## src/rtl/vpu_req_dispatcher_pkg.sv

```systemverilog
// Shared types for the VPU request dispatcher: command struct, op types,
// SRAM read-port geometry and the dispatcher state encoding.
package vpu_req_dispatcher_pkg;

    localparam int SRAM_R_PORT_CNT = 2;   // SRAM read ports feeding the VPU
    localparam int SRC_OPERAND_CNT = 2;   // most source operands any op can use
    localparam int VPU_ADDR_W      = 16;  // address width carried in vpu_cmd_t

    typedef enum logic [1:0] {
        OP_EXEC  = 2'd0,   // two-operand execute, always reads both ports
        OP_UNARY = 2'd1,   // one source operand
        OP_LOAD  = 2'd2,   // one source operand
        OP_NOP   = 2'd3    // no source operands
    } op_type_t;

    typedef struct packed {
        op_type_t    op_type;
        logic [3:0]  func;
    } op_func_t;

    typedef struct packed {
        op_func_t                                     op_func;
        logic [SRAM_R_PORT_CNT-1:0]                   rvalid;
        logic [SRAM_R_PORT_CNT-1:0][VPU_ADDR_W-1:0]   raddr;
        logic [VPU_ADDR_W-1:0]                        waddr;
    } vpu_cmd_t;

    typedef enum logic [1:0] {
        S_IDLE = 2'd0,
        S_REQ  = 2'd1,
        S_WAIT = 2'd2
    } disp_state_t;

    // Number of source operands each op type reads
    function automatic int src_operand_cnt(input op_type_t t);
        case (t)
            OP_EXEC:  return SRC_OPERAND_CNT;
            OP_UNARY: return 1;
            OP_LOAD:  return 1;
            default:  return 0;
        endcase
    endfunction

    // EXEC reads both ports unconditionally; other ops keep the host mask
    // only on ports their operand count covers.
    function automatic logic [SRAM_R_PORT_CNT-1:0] rvalid_filter(
        input op_type_t t, input logic [SRAM_R_PORT_CNT-1:0] mask);
        logic [SRAM_R_PORT_CNT-1:0] r;
        r = '0;
        if (t == OP_EXEC) begin
            r = '1;
        end else begin
            for (int i = 0; i < SRAM_R_PORT_CNT; i++)
                if (i < src_operand_cnt(t)) r[i] = mask[i];
        end
        return r;
    endfunction

endpackage

```

## src/rtl/vpu_req_dispatcher_if.sv

```systemverilog
// REQ_IF handshake between the dispatcher (src) and the VPU controller (dst).
interface vpu_req_if #(
    parameter int ADDR_W = 16
);
    import vpu_req_dispatcher_pkg::*;

    logic                                  valid;
    logic                                  ready;
    op_func_t                              op_func;
    logic [SRAM_R_PORT_CNT-1:0]            rvalid;
    logic [SRAM_R_PORT_CNT-1:0][ADDR_W-1:0] raddr;
    logic [ADDR_W-1:0]                     waddr;

    modport src (output valid, op_func, rvalid, raddr, waddr, input ready);
    modport dst (input valid, op_func, rvalid, raddr, waddr, output ready);

endinterface

```

## src/rtl/vpu_req_dispatcher_cmd_fifo.sv

```systemverilog
// Synchronous command FIFO (DEPTH x vpu_cmd_t). Full/empty come from a
// registered occupancy count, so a push is never accepted on the strength
// of a same-cycle pop.
module vpu_cmd_fifo
    import vpu_req_dispatcher_pkg::*;
#(
    parameter int DEPTH = 4
) (
    input  logic     clk,
    input  logic     rst_n,
    input  logic     push,
    input  logic     pop,
    input  vpu_cmd_t wdata,
    output vpu_cmd_t rdata,
    output logic     full,
    output logic     empty
);
    localparam int PTR_W = $clog2(DEPTH);
    localparam int OCC_W = PTR_W + 1;

    vpu_cmd_t           mem [DEPTH];
    logic [PTR_W-1:0]   wr_ptr;
    logic [PTR_W-1:0]   rd_ptr;
    logic [OCC_W-1:0]   count;
    logic               do_push;
    logic               do_pop;

    assign full    = (count == OCC_W'(DEPTH));
    assign empty   = (count == '0);
    assign do_push = push && !full;
    assign do_pop  = pop && !empty;
    assign rdata   = mem[rd_ptr];

    // Storage array, written only on an accepted push
    always_ff @(posedge clk) begin
        if (do_push) mem[wr_ptr] <= wdata;
    end

    // Pointer and occupancy bookkeeping
    always_ff @(posedge clk or negedge rst_n) begin
        if (!rst_n) begin
            wr_ptr <= '0;
            rd_ptr <= '0;
            count  <= '0;
        end else begin
            if (do_push) wr_ptr <= wr_ptr + 1'b1;
            if (do_pop)  rd_ptr <= rd_ptr + 1'b1;
            case ({do_push, do_pop})
                2'b10:   count <= count + 1'b1;
                2'b01:   count <= count - 1'b1;
                default: count <= count;
            endcase
        end
    end

endmodule

```

## src/rtl/vpu_req_dispatcher.sv

```systemverilog
// VPU request dispatcher: queues host commands and issues them one at a time
// on REQ_IF, holding each request until accepted and then waiting for the
// VPU completion pulse before issuing the next.
// Optional watchdog on the completion wait: define VPU_DISPATCH_TIMEOUT_EN.
module vpu_req_dispatcher
    import vpu_req_dispatcher_pkg::*;
#(
    parameter int CMD_DEPTH      = 4,
    parameter int ADDR_W         = 16,
    parameter int CNT_W          = 16,
    parameter int TIMEOUT_CYCLES = 1024
) (
    input  logic             clk,
    input  logic             rst_n,
    input  logic             cmd_valid_i,
    output logic             cmd_ready_o,
    input  vpu_cmd_t         cmd_i,
    vpu_req_if.src           req_if,
    input  logic             vpu_done_i,
    output logic             busy_o,
    output logic [CNT_W-1:0] issued_cnt_o,
    output logic [CNT_W-1:0] done_cnt_o,
    output logic             err_o
);
    disp_state_t state;
    vpu_cmd_t    head;
    logic        fifo_full;
    logic        fifo_empty;
    logic        pop;

    // Head is consumed only when the FSM loads it into the request register
    assign pop         = (state == S_IDLE) && !fifo_empty;
    assign cmd_ready_o = !fifo_full;
    assign busy_o      = !fifo_empty || (state != S_IDLE);

    vpu_cmd_fifo #(
        .DEPTH (CMD_DEPTH)
    ) u_cmd_fifo (
        .clk   (clk),
        .rst_n (rst_n),
        .push  (cmd_valid_i),
        .pop   (pop),
        .wdata (cmd_i),
        .rdata (head),
        .full  (fifo_full),
        .empty (fifo_empty)
    );

`ifdef VPU_DISPATCH_TIMEOUT_EN
    localparam int WDOG_W = $clog2(TIMEOUT_CYCLES + 1);
    logic [WDOG_W-1:0] wdog;
    logic              err_q;
    assign err_o = err_q;
`else
    logic unused_timeout;
    assign unused_timeout = (TIMEOUT_CYCLES != 0);
    assign err_o = 1'b0;
`endif

    // Issue FSM with registered REQ_IF outputs and counters
    always_ff @(posedge clk or negedge rst_n) begin
        if (!rst_n) begin
            state          <= S_IDLE;
            req_if.valid   <= 1'b0;
            req_if.op_func <= '0;
            req_if.rvalid  <= '0;
            req_if.raddr   <= '0;
            req_if.waddr   <= '0;
            issued_cnt_o   <= '0;
            done_cnt_o     <= '0;
`ifdef VPU_DISPATCH_TIMEOUT_EN
            wdog           <= '0;
            err_q          <= 1'b0;
`endif
        end else begin
            case (state)
                S_IDLE: begin
                    if (!fifo_empty) begin
                        req_if.valid   <= 1'b1;
                        req_if.op_func <= head.op_func;
                        req_if.rvalid  <= rvalid_filter(head.op_func.op_type, head.rvalid);
                        for (int i = 0; i < SRAM_R_PORT_CNT; i++)
                            req_if.raddr[i] <= ADDR_W'(head.raddr[i]);
                        req_if.waddr   <= ADDR_W'(head.waddr);
                        state          <= S_REQ;
                    end
                end
                S_REQ: begin
                    // Payload is left untouched here so it stays stable while valid
                    if (req_if.ready) begin
                        req_if.valid <= 1'b0;
                        issued_cnt_o <= issued_cnt_o + 1'b1;
                        state        <= S_WAIT;
`ifdef VPU_DISPATCH_TIMEOUT_EN
                        wdog         <= '0;
`endif
                    end
                end
                S_WAIT: begin
`ifdef VPU_DISPATCH_TIMEOUT_EN
                    if (vpu_done_i) begin
                        done_cnt_o <= done_cnt_o + 1'b1;
                        state      <= S_IDLE;
                    end else if (wdog == WDOG_W'(TIMEOUT_CYCLES - 1)) begin
                        // Give up on this completion; a late pulse lands in S_IDLE and is dropped
                        err_q <= 1'b1;
                        state <= S_IDLE;
                    end else begin
                        wdog <= wdog + 1'b1;
                    end
`else
                    if (vpu_done_i) begin
                        done_cnt_o <= done_cnt_o + 1'b1;
                        state      <= S_IDLE;
                    end
`endif
                end
                default: state <= S_IDLE;
            endcase
        end
    end

endmodule

```

## src/flat_wrapper.sv

```systemverilog
// flat-port wrapper written by rule: the top's interface ports become plain ports
module vpu_req_dispatcher_flat import vpu_req_dispatcher_pkg::*;
#(
    parameter int CMD_DEPTH      = 4,
    parameter int ADDR_W         = 16,
    parameter int CNT_W          = 16,
    parameter int TIMEOUT_CYCLES = 1024
)
  (clk, rst_n, cmd_valid_i, cmd_ready_o, cmd_i, vpu_done_i, busy_o, issued_cnt_o, done_cnt_o, err_o, req_if_valid, req_if_op_func, req_if_rvalid, req_if_raddr, req_if_waddr, req_if_ready);
  vpu_req_if #(.ADDR_W(ADDR_W)) req_if_i ();
  input  logic clk;
  input  logic rst_n;
  input  logic cmd_valid_i;
  output logic cmd_ready_o;
  input  vpu_cmd_t cmd_i;
  input  logic vpu_done_i;
  output logic busy_o;
  output logic [CNT_W-1:0] issued_cnt_o;
  output logic [CNT_W-1:0] done_cnt_o;
  output logic err_o;
  output wire logic [$bits(req_if_i.valid)-1:0] req_if_valid;
  output wire logic [$bits(req_if_i.op_func)-1:0] req_if_op_func;
  output wire logic [$bits(req_if_i.rvalid)-1:0] req_if_rvalid;
  output wire logic [$bits(req_if_i.raddr)-1:0] req_if_raddr;
  output wire logic [$bits(req_if_i.waddr)-1:0] req_if_waddr;
  input wire logic [$bits(req_if_i.ready)-1:0] req_if_ready;
  assign req_if_valid = req_if_i.valid;
  assign req_if_op_func = req_if_i.op_func;
  assign req_if_rvalid = req_if_i.rvalid;
  assign req_if_raddr = req_if_i.raddr;
  assign req_if_waddr = req_if_i.waddr;
  assign req_if_i.ready = req_if_ready;
  vpu_req_dispatcher #(.CMD_DEPTH(CMD_DEPTH), .ADDR_W(ADDR_W), .CNT_W(CNT_W), .TIMEOUT_CYCLES(TIMEOUT_CYCLES)) u_core (.clk(clk), .rst_n(rst_n), .cmd_valid_i(cmd_valid_i), .cmd_ready_o(cmd_ready_o), .cmd_i(cmd_i), .req_if(req_if_i), .vpu_done_i(vpu_done_i), .busy_o(busy_o), .issued_cnt_o(issued_cnt_o), .done_cnt_o(done_cnt_o), .err_o(err_o));
endmodule
```

## config.mk

```make
export PLATFORM = sky130hd
export DESIGN_NAME = vpu_req_dispatcher_flat
export DESIGN_NICKNAME = d
export VERILOG_FILES = /design/src/rtl/vpu_req_dispatcher_pkg.sv /design/src/rtl/vpu_req_dispatcher_if.sv /design/src/rtl/vpu_req_dispatcher_cmd_fifo.sv /design/src/rtl/vpu_req_dispatcher.sv /design/src/flat_wrapper.sv
export SDC_FILE = /design/constraint.sdc
export NUM_CORES = 1
export LEC_CHECK = 0
export ABC_AREA = 1
export CAP_MARGIN = 20
export CORE_MARGIN = 2
export CORE_UTILIZATION = 35
export CTS_BUF_LIST = sky130_fd_sc_hd__clkbuf_16
export CTS_CLUSTER_DIAMETER = 50
export DETAILED_ROUTE_END_ITERATION = 10
export HOLD_SLACK_MARGIN = 0.1
export PLACE_DENSITY = 0.6
export SLEW_MARGIN = 30
export SYNTH_ARGS = -nofsm -noshare
export SYNTH_HDL_FRONTEND = slang
export SYNTH_HIERARCHICAL = 1
export SYNTH_SLANG_ARGS = --single-unit
```

## constraint.sdc

```tcl
create_clock -name clk -period 9.1 [get_ports clk]
set_input_delay 1.365 -clock clk [delete_from_list [all_inputs] [get_ports clk]]
set_output_delay 1.365 -clock clk [all_outputs]
set_load 0.03 [all_outputs]
```

==> flow_summary_export.csv, run 1 <==
group,metric,value,unit
route,routed_wl,28000,µm
route,drt-pass1-iter-count,4,
clock_network,post_cts_resized,0,
flow_run,cap_violations,0,
final_layout,drive_gt1_share,13.9,%
sta,hold_ws,0.462,ns
sta,max_freq,0.291,GHz
clock_network,h-tree-depth,2,
power_and_ir_drop,p_sw,2.11,mW
floorplanning,pin_count,153,
floorplanning,num_rows,72,
route,wl_per_cell,15.1,µm
clock_network,post_cts_buffers,0,
clock_network,path_clk_slew,0.05,ns
clock_network,clock_latency,0.52,ns
final_layout,area_growth,22.9,%
critical_path,cpLargestDelayFamily,"buffers and inverters",
critical_path,worst-setup-path-type,"input port to flip-flop",
route,drt_first_iter_violations,395,
sta,finalClockSkew,0.0142,ns
power_and_ir_drop,pwr-share-comb,36.3,%
power_and_ir_drop,ir_worst_vdd,0.000236,V
power_and_ir_drop,internal_power,3.50,mW
floorplanning,fp.dieArea,40400,µm²
route,via_per_inst,4.47,
sta,fin_setup_tns,0,ns
global_routing,track_usage,14.3,%
placement,io_buffers,150,
global_routing,antenna_found_initial,1,
yosys,syn_area,13600,µm²
floorplanning,dieHeight,201,µm
power_and_ir_drop,swShare,37.6,%
sta,slew_violations,0,
critical_path,crit_fanout,31,
yosys,synth.avg_cell_area,11.8,µm²
global_routing,grt_max_degree,155,
clock_network,cts_tree,"done",
clock_network,clockBufferDepth,3,
min_path,hold_class,"flip-flop to flip-flop",
placement,dp_hpwl,16600,µm
critical_path,crit_path_end_kind,"flip-flop",
yosys,syn_inst,1150,
yosys,yosysWarnings,6,
placement,pre_cts_ws,5.09,ns
power_and_ir_drop,power.share.clock,25.7,%
route,num_vias,8271,
outcome,outcome,"finished, final reports clean",
sta,slew_headroom,40.8,%
route,ant_nets,0,
sta,period_needed,3.43,ns
critical_path,path_cells,"clkdlybuf4s50_1 -> nand2_1 -> nor2_4 -> buf_4",
sta,min_period_over_period,37.7,%
sta,finalHoldViolations,0,
floorplanning,start_util,35.3,%
final_layout,diodes,0,
power_and_ir_drop,power_frac_seq,38.0,%
clock_network,cts_root_buf,"clkbuf_16",
floorplanning,die_w,201,µm
global_routing,grt-ovfl-total,0,
yosys,synthesis.nets,1220,
critical_path,critical-path-max-stage-delay,0.78,ns
critical_path,required,9.25,ns
sta,timing.final.ws_setup,5.67,ns
power_and_ir_drop,p_per_area,337,nW/µm²
floorplanning,core,38500,µm²
placement,gp_congestion,0.807,
critical_path,slowest_stage,"nor2_4",
critical_path,crit_arrival,3.58,ns
power_and_ir_drop,p_leak,7.02,nW
clock_network,clock_sinks,318,
global_routing,grt_pass1_wl,45400,µm
sta,rsz0062_at_grt,"no",
critical_path,cp.buffers_inverters,2,
final_layout,nets,1373,
sta,worstMarginPinSlew,0.886,ns
sta,setup_viol,0,
critical_path,crit_path_start_kind,"input port",
route,drc,0,
clock_network,numCtsBuffers,39,
global_routing,grt_pass1_vias,8280,
clock_network,cts_hold_buffers,0,
==> power groups by stage <==
| stage | clock (mW) | combinational, mW | sequential [mW] |
|---|---|---|---|
| 3_5_place_dp | 0 | 2.08 | 2.16 |
| 5_1_grt | 1.56 | 2.27 | 2.18 |
| 6_report | 1.45 | 2.04 | 2.13 |
| 4_1_cts | 1.49 | 2.09 | 2.14 |
| 2_1_floorplan | 0 | 1.26 | 2.40 |
| 3_3_place_gp | 0 | 2.02 | 2.16 |
==> per-stage QoR <==
stage               area [µm²]  total power [mW]  util (%)  std cells
finish                   16700              5.62      43.3       1851
global route             16700              6.01      43.3       1851
CTS                      16700              5.72      43.3       1851
detailed placement       15400              4.25      40.1       1780
floorplan                13600              3.66         -       1150
global placement         15400              4.18      39.9       1777
==> area by class of cell <==
| cell class | instances | area, µm² |
|---|---|---|
| Clock buffer | 42 | 1050 |
| Clock inverter | 29 | 176 |
| Fill cell | 3610 | 21800 |
| Inverter | 157 | 604 |
| Multi-Input combinational cell | 626 | 3480 |
| Sequential cell | 318 | 9060 |
| Tap cell | 518 | 648 |
| Timing Repair Buffer | 161 | 1650 |
==> metal layers <==
metal | part of all wire, % | up-vias | GRT usage, %
met3 | 5.1 | 45 | 3.17
li1 | - | 4101 | -
met5 | 0.039 | - | 0
met4 | 2.2 | 2 | 4.34
met1 | 47 | 3955 | 19.3
met2 | 46 | 168 | 23.0
==> registers in the layout, summed over array words and instances, names as in the netlist <==
register,count
u_core/u_cmd_fifo/wr_ptr,2
u_core/done_cnt_o,16
u_core/req_if.rvalid,2
u_core/req_if.raddr,32
u_core/u_cmd_fifo/count,3
u_core/req_if.valid,1
u_core/req_if.op_func,6
u_core/u_cmd_fifo/rd_ptr,2
u_core/u_cmd_fifo/mem,220
u_core/req_if.waddr,16
u_core/state,2
u_core/issued_cnt_o,16
==> layout by cell type, fill, tap and decap left out, drive strengths merged, types with 3 or more instances in the layout <==
| cell type | n |
|---|---|
| dfrtp | 98 |
| clkbuf | 42 |
| xor2 | 10 |
| clkinv | 14 |
| inv | 168 |
| xnor2 | 13 |
| o211ai | 110 |
| nand3 | 22 |
| ha | 8 |
| buf | 12 |
| edfxtp | 220 |
| nand2 | 403 |
| clkdlybuf4s50 | 149 |
| o21ai | 5 |
| nor2 | 41 |
| clkinvlp | 3 |
| nand4 | 5 |
==> worst paths after layout <==
path                       cells after the start                      endpoint  slack (ns)                  startpoint
max                                            4  u_core/u_cmd_fifo/mem[0][50]        5.67                 cmd_valid_i
min                                            1         u_core/done_cnt_o[15]        0.46       u_core/done_cnt_o[15]
max reg2reg                                   11    u_core/u_cmd_fifo/count[1]        5.89  u_core/u_cmd_fifo/count[0]
min reg2reg                                    1         u_core/done_cnt_o[15]        0.46       u_core/done_cnt_o[15]
max in group asynchronous                      2   u_core/u_cmd_fifo/rd_ptr[1]        7.24                       rst_n
min in group asynchronous                      1        u_core/req_if.waddr[2]        0.81                       rst_n
No activity file was read; power rests on OpenSTA's default activity.
==> run 2: changes to the inputs <==
Settings changed: PLACE_DENSITY 0.6 to 0.62.
Clock period 9.1 ns to 2.8 ns, I/O delays scaled along.
==> flow_summary_export.csv, run 2 (same netlist as run 1, synthesis figures left out) <==
group,metric,value,unit
critical_path,crit_arrival,1.98,ns
power_and_ir_drop,p_leak,7.05,nW
global_routing,grt-ovfl-total,0,
clock_network,cts_root_buf,"clkbuf_16",
clock_network,cts_tree,"done",
sta,worstMarginPinSlew,0.735,ns
sta,finalClockSkew,0.0128,ns
clock_network,post_cts_resized,0,
route,wl_per_cell,15.0,µm
route,drt-pass1-iter-count,4,
critical_path,crit_fanout,5,
route,ant_nets,0,
placement,dp_hpwl,16600,µm
route,drt_first_iter_violations,358,
critical_path,crit_path_start_kind,"flip-flop",
clock_network,post_cts_buffers,0,
power_and_ir_drop,ir_worst_vdd,0.000967,V
global_routing,grt_pass1_wl,45000,µm
final_layout,largest_reg_flops,220,
sta,rsz0062_at_grt,"no",
final_layout,final_common_cell,"nand2_1",
final_layout,layout_common_cells,"362 x nand2_1, 220 x edfxtp_1, 155 x inv_1",
sta,setup_viol,0,
route,drc,0,
floorplanning,pin_count,153,
route,num_vias,8321,
sta,max_freq,0.417,GHz
clock_network,clock_latency,0.52,ns
final_layout,multi_input_area,3480,µm²
min_path,hold_class,"flip-flop to flip-flop",
final_layout,seq_area,9060,µm²
clock_network,clock_sinks,318,
floorplanning,start_util,35.3,%
clock_network,h-tree-depth,2,
power_and_ir_drop,p_sw,6.93,mW
global_routing,antenna_found_initial,1,
critical_path,cpLargestDelayFamily,"buffers and inverters",
placement,pre_cts_ws,0.638,ns
critical_path,worst-setup-path-type,"flip-flop to output port",
sta,fin_setup_tns,0,ns
final_layout,nets,1378,
outcome,outcome,"finished, final reports clean",
power_and_ir_drop,pwr-share-comb,36.5,%
critical_path,crit_path_end_kind,"output port",
critical_path,cp.buffers_inverters,3,
final_layout,top_regs,"u_core/u_cmd_fifo/mem x220, u_core/req_if.raddr x32",
final_layout,regMostFlops,"u_core/u_cmd_fifo/mem",
final_layout,design_area,16800,µm²
power_and_ir_drop,power_frac_seq,37.2,%
floorplanning,fp.dieArea,40400,µm²
global_routing,grt_pass1_vias,8299,
power_and_ir_drop,finalPower,18.5,mW
power_and_ir_drop,power.share.clock,26.3,%
global_routing,track_usage,14.0,%
sta,slew_headroom,51.0,%
placement,io_buffers,150,
power_and_ir_drop,swShare,37.4,%
critical_path,slowest_stage,"clkdlybuf4s50_1",
route,routed_wl,27900,µm
sta,finalHoldViolations,0,
critical_path,path_cells,"inv_1 -> nand3_1 -> inv_1 -> nand2_1 -> clkdlybuf4s50_1",
placement,place_area,15500,µm²
route,via_per_inst,4.48,
clock_network,path_clk_slew,0.06,ns
sta,min_period_over_period,85.6,%
final_layout,nFillCells,3559,
sta,slew_violations,0,
critical_path,required,2.38,ns
clock_network,numCtsBuffers,38,
final_layout,area_growth,23.8,%
critical_path,critical-path-max-stage-delay,0.68,ns
power_and_ir_drop,internal_power,11.6,mW
floorplanning,die_w,201,µm
clock_network,clockBufferDepth,3,
floorplanning,dieHeight,201,µm
placement,gp_congestion,0.825,
global_routing,grt_max_degree,68,
floorplanning,num_rows,72,
final_layout,drive_gt1_share,14.6,%
sta,timing.final.ws_setup,0.402,ns
power_and_ir_drop,p_per_area,1100,nW/µm²
critical_path,worst_path_most_repeated_cell,"inv_1",
flow_run,cap_violations,0,
sta,period_needed,2.40,ns
floorplanning,core,38500,µm²
-- run 2: final cells by class --
class                      count  share of cell area [%]
sequential                   318                    54.0
multi-input combinational    626                    20.7
timing repair buffer         167                    10.3
clock buffer                  41                    6.11
tap                          518                    3.86
inverter                     157                    3.57
clock inverter                29                    1.46
antenna                        1                  0.0149
-- run 2: per-stage QoR --
step,std cells,hold slack (ns),utilization (%)
6_report,1857,0.471,43.7
3_3_place_gp,1785,0.456,40.3
5_1_grt,1856,0.502,43.7
4_1_cts,1856,0.478,43.7
3_5_place_dp,1785,0.464,40.3
2_1_floorplan,1150,0.124,-
-- run 2: layer usage --
layer / vias up / global-route usage (%) / wire length [µm]
li1: 4120 / - / -
met1: 3970 / 18.7 / 13100
met2: 188 / 23.3 / 12900
met3: 43 / 3.08 / 1370
met4: 0 / 3.68 / 533
met5: - / 0 / 0
-- run 2: timing repair --
action                     in CTS  in global routing
hold buffers                    1                  0
setup endpoints to repair       0                  0
hold endpoints to repair       44                  0
-- run 2: power groups by stage --
stage | registers, mW | clock network [mW] | logic (mW)
after floorplan | 7.79 | 0 | 4.10
after global placement | 6.97 | 0 | 6.82
after detailed placement | 7.00 | 0 | 6.89
after CTS | 6.92 | 5.04 | 6.93
after global routing | 7.02 | 5.22 | 7.55
final | 6.89 | 4.87 | 6.77
-- run 2: worst paths after layout --
kind	startpoint	slack, ns	depth (start not counted)	to
setup / recovery	u_core/u_cmd_fifo/count[2]	0.40	5	busy_o
hold / removal	u_core/done_cnt_o[15]	0.47	1	u_core/done_cnt_o[15]
setup reg to reg	u_core/u_cmd_fifo/count[2]	0.65	14	u_core/u_cmd_fifo/count[2]
min in group asynchronous	rst_n	0.53	2	u_core/req_if.waddr[5]
hold reg to reg	u_core/done_cnt_o[15]	0.47	1	u_core/done_cnt_o[15]
max in group asynchronous	rst_n	1.53	3	u_core/req_if.raddr[10]
